### src/rtl/edge_video_output_stage.sv
// Output stage of the edge-detection video path: realigns syncs/pixels with the late Sobel
// result, composes the display-mode pixel and flags bad line lengths. EDGE_OUT_TP_EN adds mode-3 colour bars.
module edge_video_output_stage #(
  parameter int PIX_W   = 8,
  parameter int CH      = 3,
  parameter int LATENCY = 4,
  parameter int H_ACT   = 640
) (
  input  logic                I_PCLK,
  input  logic                I_RST,
  input  logic [CH*PIX_W-1:0] I_PIX_DATA,
  input  logic                I_VSYNC,
  input  logic                I_HSYNC,
  input  logic                I_DE,
  input  logic [PIX_W-1:0]    I_EDGE,
  input  logic [1:0]          I_MODE,
  input  logic [PIX_W-1:0]    I_THRESH,
  input  logic [CH*PIX_W-1:0] I_OVL_COLOR,
  output logic [CH*PIX_W-1:0] O_PIX_DATA,
  output logic                O_VSYNC,
  output logic                O_HSYNC,
  output logic                O_DE,
  output logic [15:0]         O_FRAME_CNT,
  output logic                O_LINE_ERR
);
  localparam int DW    = CH * PIX_W;
  localparam int DEPTH = LATENCY + 1;
  localparam int COL_W = $clog2(H_ACT + 1);
  localparam logic [COL_W-1:0] COL_MAX  = '1;
  localparam logic [COL_W-1:0] COL_LINE = COL_W'(H_ACT);

  typedef enum logic [1:0] {
    MODE_PASS = 2'd0,
    MODE_GRAY = 2'd1,
    MODE_OVL  = 2'd2,
    MODE_TP   = 2'd3
  } mode_e;

  logic [DW-1:0]    pix_sr_q [DEPTH];
  logic [DW-1:0]    pix_sr_d [DEPTH];
  logic [DEPTH-1:0] vs_sr_q, vs_sr_d, hs_sr_q, hs_sr_d, de_sr_q, de_sr_d;
  logic [PIX_W-1:0] edge_q, edge_d, thr_q, thr_d;
  mode_e            mode_q, mode_d;
  logic [COL_W-1:0] col_q, col_d;
  logic [15:0]      frame_cnt_q, frame_cnt_d;
  logic             line_err_q, line_err_d;
  logic [DW-1:0]    pix_out_q, pix_out_d;
  logic             vs_out_q, vs_out_d, hs_out_q, hs_out_d, de_out_q, de_out_d;
  logic [DW-1:0]    pix_al, pix_comp;
  logic             vs_al, de_al, frame_evt, de_fall;

  // Input register plus LATENCY further stages, so the tap lines up with the registered I_EDGE.
  always_comb begin
    pix_sr_d[0] = I_PIX_DATA;
    for (int i = 1; i < DEPTH; i++) pix_sr_d[i] = pix_sr_q[i-1];
    vs_sr_d = {vs_sr_q[DEPTH-2:0], I_VSYNC};
    hs_sr_d = {hs_sr_q[DEPTH-2:0], I_HSYNC};
    de_sr_d = {de_sr_q[DEPTH-2:0], I_DE};
    edge_d  = I_EDGE;
  end

  assign pix_al = pix_sr_q[DEPTH-1];
  assign vs_al  = vs_sr_q[DEPTH-1];
  assign de_al  = de_sr_q[DEPTH-1];

`ifdef EDGE_OUT_TP_EN
  localparam int BAR_W = (H_ACT >= 8) ? H_ACT / 8 : 1;
  logic [31:0]   bar_n;
  logic [2:0]    bar_idx;
  logic [DW-1:0] tp_pix;

  // Bar index bits map straight to channel enables: bit0 off = blue, bit2 off = green, bit1 off = red.
  always_comb begin
    bar_n   = 32'(col_q) / 32'(BAR_W);
    bar_idx = (bar_n > 32'd7) ? 3'd7 : bar_n[2:0];
    tp_pix  = '0;
    for (int c = 0; c < CH; c++) begin
      if (c == 0)      tp_pix[c*PIX_W +: PIX_W] = {PIX_W{~bar_idx[0]}};
      else if (c == 1) tp_pix[c*PIX_W +: PIX_W] = {PIX_W{~bar_idx[2]}};
      else if (c == 2) tp_pix[c*PIX_W +: PIX_W] = {PIX_W{~bar_idx[1]}};
    end
  end
`endif

  always_comb begin
    pix_comp = pix_al;
    case (mode_q)
      MODE_GRAY: for (int c = 0; c < CH; c++) pix_comp[c*PIX_W +: PIX_W] = edge_q;
      MODE_OVL:  if (edge_q >= thr_q) pix_comp = I_OVL_COLOR;
`ifdef EDGE_OUT_TP_EN
      MODE_TP:   pix_comp = tp_pix;
`else
      MODE_TP:   pix_comp = pix_al;
`endif
      default:   pix_comp = pix_al;
    endcase
  end

  // The output sync registers double as the one-cycle-delayed copies used for edge detection.
  always_comb begin
    frame_evt   = vs_al & ~vs_out_q;
    de_fall     = de_out_q & ~de_al;
    mode_d      = mode_q;
    thr_d       = thr_q;
    frame_cnt_d = frame_cnt_q;
    if (frame_evt) begin
      mode_d      = mode_e'(I_MODE);
      thr_d       = I_THRESH;
      frame_cnt_d = frame_cnt_q + 16'd1;
    end
    col_d = col_q;
    if (de_fall) col_d = '0;
    else if (de_al && (col_q != COL_MAX)) col_d = col_q + COL_W'(1);
    line_err_d = line_err_q | (de_fall & (col_q != COL_LINE));
    pix_out_d  = de_al ? pix_comp : '0;
    vs_out_d   = vs_al;
    hs_out_d   = hs_sr_q[DEPTH-1];
    de_out_d   = de_al;
  end

  always_ff @(posedge I_PCLK) begin
    if (I_RST) begin
      for (int i = 0; i < DEPTH; i++) pix_sr_q[i] <= '0;
      vs_sr_q     <= '0;
      hs_sr_q     <= '0;
      de_sr_q     <= '0;
      edge_q      <= '0;
      thr_q       <= '0;
      mode_q      <= MODE_PASS;
      col_q       <= '0;
      frame_cnt_q <= '0;
      line_err_q  <= 1'b0;
      pix_out_q   <= '0;
      vs_out_q    <= 1'b0;
      hs_out_q    <= 1'b0;
      de_out_q    <= 1'b0;
    end else begin
      for (int i = 0; i < DEPTH; i++) pix_sr_q[i] <= pix_sr_d[i];
      vs_sr_q     <= vs_sr_d;
      hs_sr_q     <= hs_sr_d;
      de_sr_q     <= de_sr_d;
      edge_q      <= edge_d;
      thr_q       <= thr_d;
      mode_q      <= mode_d;
      col_q       <= col_d;
      frame_cnt_q <= frame_cnt_d;
      line_err_q  <= line_err_d;
      pix_out_q   <= pix_out_d;
      vs_out_q    <= vs_out_d;
      hs_out_q    <= hs_out_d;
      de_out_q    <= de_out_d;
    end
  end

  assign O_PIX_DATA  = pix_out_q;
  assign O_VSYNC     = vs_out_q;
  assign O_HSYNC     = hs_out_q;
  assign O_DE        = de_out_q;
  assign O_FRAME_CNT = frame_cnt_q;
  assign O_LINE_ERR  = line_err_q;

endmodule

### config.mk
export PLATFORM = sky130hd
export DESIGN_NAME = edge_video_output_stage
export DESIGN_NICKNAME = d
export VERILOG_FILES = /design/src/rtl/edge_video_output_stage.sv
export SDC_FILE = /design/constraint.sdc
export NUM_CORES = 1
export LEC_CHECK = 0
export CAP_MARGIN = 20
export CORE_ASPECT_RATIO = 1.1
export CORE_MARGIN = 1.5
export CORE_UTILIZATION = 39
export DETAILED_ROUTE_END_ITERATION = 8
export SETUP_SLACK_MARGIN = 0.4
export SLEW_MARGIN = 10
export SYNTH_ARGS = -nofsm -noshare
export SYNTH_HDL_FRONTEND = slang
export SYNTH_SLANG_ARGS = --single-unit
### constraint.sdc
create_clock -name I_PCLK -period 4.12 [get_ports I_PCLK]
set_clock_uncertainty 0.15 [all_clocks]
set_input_delay 0.824 -clock I_PCLK [delete_from_list [all_inputs] [get_ports I_PCLK]]
set_output_delay 0.824 -clock I_PCLK [all_outputs]
set_load 0.005 [all_outputs]
## Word-level counts from Yosys, hierarchy flattened

Memory sizes are Yosys's and may differ from the RTL's.
Index checks and enable logic that the tools add are counted.

- Output and inout port bits: 44
- RAM bits: 120
- Bits of input ports: 71
- Memories: 1
- Bits in registers: 87
- Logic and storage cells: 45

- Reduce and logical (&&, ||, !) cells: 3
- Mux-type cells: 10
- Equal/unequal tests: 4
- Order comparisons: 1
- Bitwise operators: 11
- $add $sub $neg: 2

Memory list:

| name | depth | bits a word | rd ports | clocked after memory_dff | wr ports | RTL line | RTL |
|---|---|---|---|---|---|---|---|
| pix_sr_q | 5 | 24 | 5 | 0 | 5 | 39 | `logic [DW-1:0] pix_sr_q [DEPTH];` |

Operators with widths:

| operator | number |
|---|---|
| 24-bit two-way mux | 6 |
| 24-bit one-hot mux with 2 select lines | 1 |
| 10-bit inequality test, second input constant | 2 |
| 16-bit by 1-bit adder with 16-bit output, second input constant | 1 |
| 10-bit by 1-bit adder with 10-bit output, second input constant | 1 |
| 8-bit >= comparator | 1 |
| 1-bit OR | 6 |
| 2-bit OR reduction | 2 |
| 1-bit AND | 3 |
| 1-bit two-way mux | 3 |
| 2-bit by 1-bit equality test with 1-bit output, second input constant | 1 |
| 2-bit equality test, second input constant | 1 |
| 1-bit inverter | 2 |
| 1-bit logical AND | 1 |

## Logic depth before layout (Yosys ltp)

- Depth after elaboration: 4
- Mapped depth: 9
- Gate-level depth less buffers: 7

## Least setup slack after synthesis

OpenSTA, ideal clock, no wires.

- Path type: register to register
- From: reg thr_q[6]
- To: reg pix_out_q[10] (netlist: O_PIX_DATA[10])
- Clock period less this slack: 2.138 ns
- Stages on the path, launching flop included: 10
- Slack: 1.982 ns
- Path buffers: 2
- Data arrival time: 1.868 ns
- Path through: dfxtp_1 > inv_1 > ha_1 > a21o_1 > a221o_1 > a41oi_2 > buf_6 > buf_6 > nor2_1 > a211o_1

- Cells in the longest elaborated chain, start to end: 3

Ends and longest elaborated chain:

| item | RTL line | RTL |
|---|---|---|
| start: declaration | 42 | `logic [PIX_W-1:0] edge_q, edge_d, thr_q, thr_d;` |
| start signal: assignment | 143 | `thr_q <= thr_d;` |
| 8-bit >= comparator | 89 | `MODE_OVL: if (edge_q >= thr_q) pix_comp = I_OVL_COLOR;` |
| 24-bit two-way mux | 89 |  |
| 24-bit one-hot mux with 2 select lines | 87 | `case (mode_q)` |
| end signal: assignment | 148 | `pix_out_q <= pix_out_d;` |
| end: declaration | 47 | `logic [DW-1:0] pix_out_q, pix_out_d;` |

Every way passes these cells.
A chain may end at the register's enable or synchronous reset.

## Worst setup path after layout

- From: reg frame_cnt_q[3] (netlist: O_FRAME_CNT[3])
- To: out O_FRAME_CNT[3]

RTL lines:

| item | RTL line | RTL |
|---|---|---|
| start: declaration | 45 | `logic [15:0] frame_cnt_q, frame_cnt_d;` |
| start signal: assignment | 146 | `frame_cnt_q <= frame_cnt_d;` |
| end: declaration | 23 | `output logic [15:0] O_FRAME_CNT,` |

No word-level cell between the ends.

==> summary.txt <==
Clock tree
  • CTS tree: done
  • Worst-path clk slew: 0.06 ns
  • CTS root buf: clkbuf_16
  • Max clock buf depth: 3
  • # clock sinks: ~210
  • Htree depth: 1
  • Cts repair resizes: 0
  • TritonCTS Buffers: 21
  • Clock latency on the worst-skew pair: roughly 0.48 ns
  • CTS Hold Bufs: 0
  • Postcts setup bufs: 0

Die
  • Io pins: 115
  • Die area: between 15,000 and 20,000 µm²
  • Initial Util: 0.4013
  • FP Rows: 51
  • Die width: roughly 130 µm
  • Core Region: 17,800 µm²
  • Chip Height: roughly 140 µm

Global routing
  • GRT Overall Usage: 0.1400
  • First-pass GRT wire length: 22,520 µm
  • Vias in the first global route: 4,709
  • GRT Residual Overflow: 0
  • Initial antenna violation count: 0
  • Largest net degree at the start of global routing: 83

Yosys
  • Cells after synthesis: 716
  • Synth top area cells: dfxtp_1, nor2b_1, and4_1
  • Synth Area in Simple Gates: 0.2475
  • Post-synthesis compound-gate area fraction: 0.07583
  • Largest area contributor in the netlist: dfxtp_1
  • Synth warn: 0
  • Post-synth top area share: 0.5800
  • Syn nets: 800
  • Yosys reg bits: around 210
  • Unique masters post-synth: 30
  • XOR/XNOR Fraction of Synth Area: 0.02574
  • Register area share after synthesis: 0.5800
  • Cell Area, Synth: between 7000 and 8000 µm²
  • Multiplexer share of the synthesized area: 0.002802
  • Largest family of logic cells by synthesized area: simple AND/OR/NAND/NOR gates
  • Adder-Cell Fraction of Synth Area: 0.02277
  • Synth Area per Inst: 9.978 µm²

Worst setup path
  • Crit path buf inv count: 1
  • Reg2Reg Depth: 8
  • Worst Path Required: between 3 and 4 ns
  • Flop-to-flop setup slack: between 1.5 and 2 ns
  • Worst Path Arrival: ~1.5 ns
  • Critical-path cell list: clkdlybuf4s50_1
  • Slowest CP cell: clkdlybuf4s50_1
  • Max incr delay on CP: 0.54 ns
  • Crit path depth: 1
  • Startpoint types: flip-flop
  • Delay-heaviest family, CP: buffers and inverters
  • CP Capture Type: output pin
  • Crit-path max FO: 7
  • Critical path type: flip-flop to output pin

STA
  • Setup TNS: 0 ns
  • Final count of hold timing violations: 0
  • Peak Freq: 0.4111 GHz
  • Share of the clock period used by the worst path: 0.5904
  • Min cycle time layout: 2.432 ns
  • Setup Viol. Count Final: 0
  • Pins over their slew limit: 0
  • Rel. slew slack: 0.4441
  • Hold slack: about 0.28 ns
  • Worst slew pin tran: around 0.83 ns
  • RSZ-0062 raised after global routing: no
  • Final setup margin: approximately 1.7 ns

Detailed routing
  • Vias: 4,881
  • Antenna-violating nets left: 0
  • Drt wl/cell: roughly 13 µm
  • 1st-iter DRT viols: ~300
  • DR vias/cell: ~4.6
  • DRC Markers: 0
  • Pre-antenna DRT Iters: 4
  • Post-Route WL: about 13,000 µm

Placed design
  • Setup WS pre-CTS: around 1.3 ns
  • PortBufs: 114
  • RePlAce Congestion: around 0.78
  • Post-DP HPWL: a little over 9000 µm

Power
  • Tot Pwr: around 4.0 mW
  • Maximum VDD drop: 241.8 µV
  • Leakage: approximately 3.6 nW
  • Power density over the cells: roughly 440 nW/µm²

Job
  • Max-cap viol count: 0

Finish
  • Number of inserted diodes: 0
  • Multi-input logic area: between 2000 and 3000 µm²
  • Final net count: about 900
  • Share of cells above drive strength 1: 0.04710
  • FILL cells: about 1,600
  • Area Growth Syn to Fin: 27.67%
  • Register Area: between 4000 and 5000 µm²

Min path
  • Hold Path Depth: 1
  • Worst min path class: flip-flop to flip-flop

Outcome
  • Status: finished clean
==> routing by layer <==
metal  vias to the layer above  track usage  part of all wire
met5                         -            0                 0
met4                         0      0.04667             0.022
met3                        26      0.03145             0.065
met2                       169       0.2241              0.45
met1                      2155       0.1864              0.47
li1                       2531            -                 -
==> worst paths after layout <==
kind                         end            from
setup / recovery  O_FRAME_CNT[3]  O_FRAME_CNT[3]
hold / removal        hs_sr_q[3]      hs_sr_q[2]
setup reg to reg  O_PIX_DATA[22]        thr_q[6]
hold reg to reg       hs_sr_q[3]      hs_sr_q[2]
==> cell usage after synthesis (all sizes together) <==
| master | count |
|---|---|
| buf | 7 |
| nor3 | 4 |
| and3 | 3 |
| mux2i | 2 |
| a41oi | 2 |
| nor4b | 1 |
| clkbuf | 35 |
| nand4 | 9 |
| and4 | 26 |
| nand3 | 31 |
| a21o | 12 |
| nor4bb | 1 |
| inv | 38 |
| a31oi | 1 |
| nand2 | 33 |
| dfxtp | 207 |
| xnor2 | 6 |
| ha | 13 |
| xor2 | 15 |
| a221o | 1 |
| a21oi | 38 |
| o21ai | 2 |
| or3 | 1 |
| nor2 | 54 |
| a211o | 24 |
| nand2b | 3 |
| nor2b | 147 |
==> kinds of logic after synthesis <==
group	Yosys count
XOR/XNOR	21
AO/OA/AOI/OAI	80
buffers and inverters	80
AND/OR/NAND/NOR	313
flip-flops	207
adder cells (fa/ha/maj)	13
multiplexers	2
==> worst reg2reg max path, cell delays in order, from the launching register on <==
cell and delay, ns:
dfxtp_1 0.32, inv_1 0.04, ha_1 0.28, a21o_1 0.18, a221o_1 0.35, a41oi_2 0.16
buf_4 0.40, nor2_1 0.12, a211o_1 0.30
==> flip-flops by register name, indices dropped and copies added, names as in the netlist <==
register     count
O_LINE_ERR       1
pix_sr_q       120
vs_sr_q          5
O_HSYNC          1
de_sr_q          5
O_VSYNC          1
mode_q           2
hs_sr_q          5
O_PIX_DATA      24
edge_q           8
col_q           10
O_FRAME_CNT     16
O_DE             1
thr_q            8
==> where the power goes <==
part	total [mW]	switching (mW)	internal, mW
Combinational	0.170	0.0753	0.0950
Clock	1.78	0.700	1.08
Sequential	2.06	0.0121	2.05
==> cell type report <==
type	count	area share
inverter	38	0.01564
timing repair buffer	120	0.1320
tap	238	0.03265
sequential	207	0.4543
clock inverter	4	0.004938
multi-input combinational	429	0.2937
clock buffer	30	0.06680
==> cells in the final DEF, fill, tap and decap left out, types with 15 or more instances in the layout <==
cell | Yosys | final
a211o_1 | 24 | 24
a21oi_1 | 38 | 38
and4_1 | 26 | 26
clkbuf_16 | 0 | 21
clkdlybuf4s50_1 | 0 | 113
dfxtp_1 | 207 | 207
inv_1 | 38 | 38
nand2_1 | 33 | 33
nand3_1 | 31 | 31
nor2_1 | 54 | 54
nor2b_1 | 147 | 147
xor2_1 | 15 | 15
==> through the flow <==
stage / util / cell area, µm² / cells
CTS: 0.5106 / 9091 / 1065
finish: 0.5123 / 9121 / 1066
global placement: 0.4739 / 8437 / 1031
global route: 0.5123 / 9121 / 1066
floorplan: - / 7144 / 716
detailed placement: 0.4739 / 8437 / 1031
(Power assumes the default switching activity.)
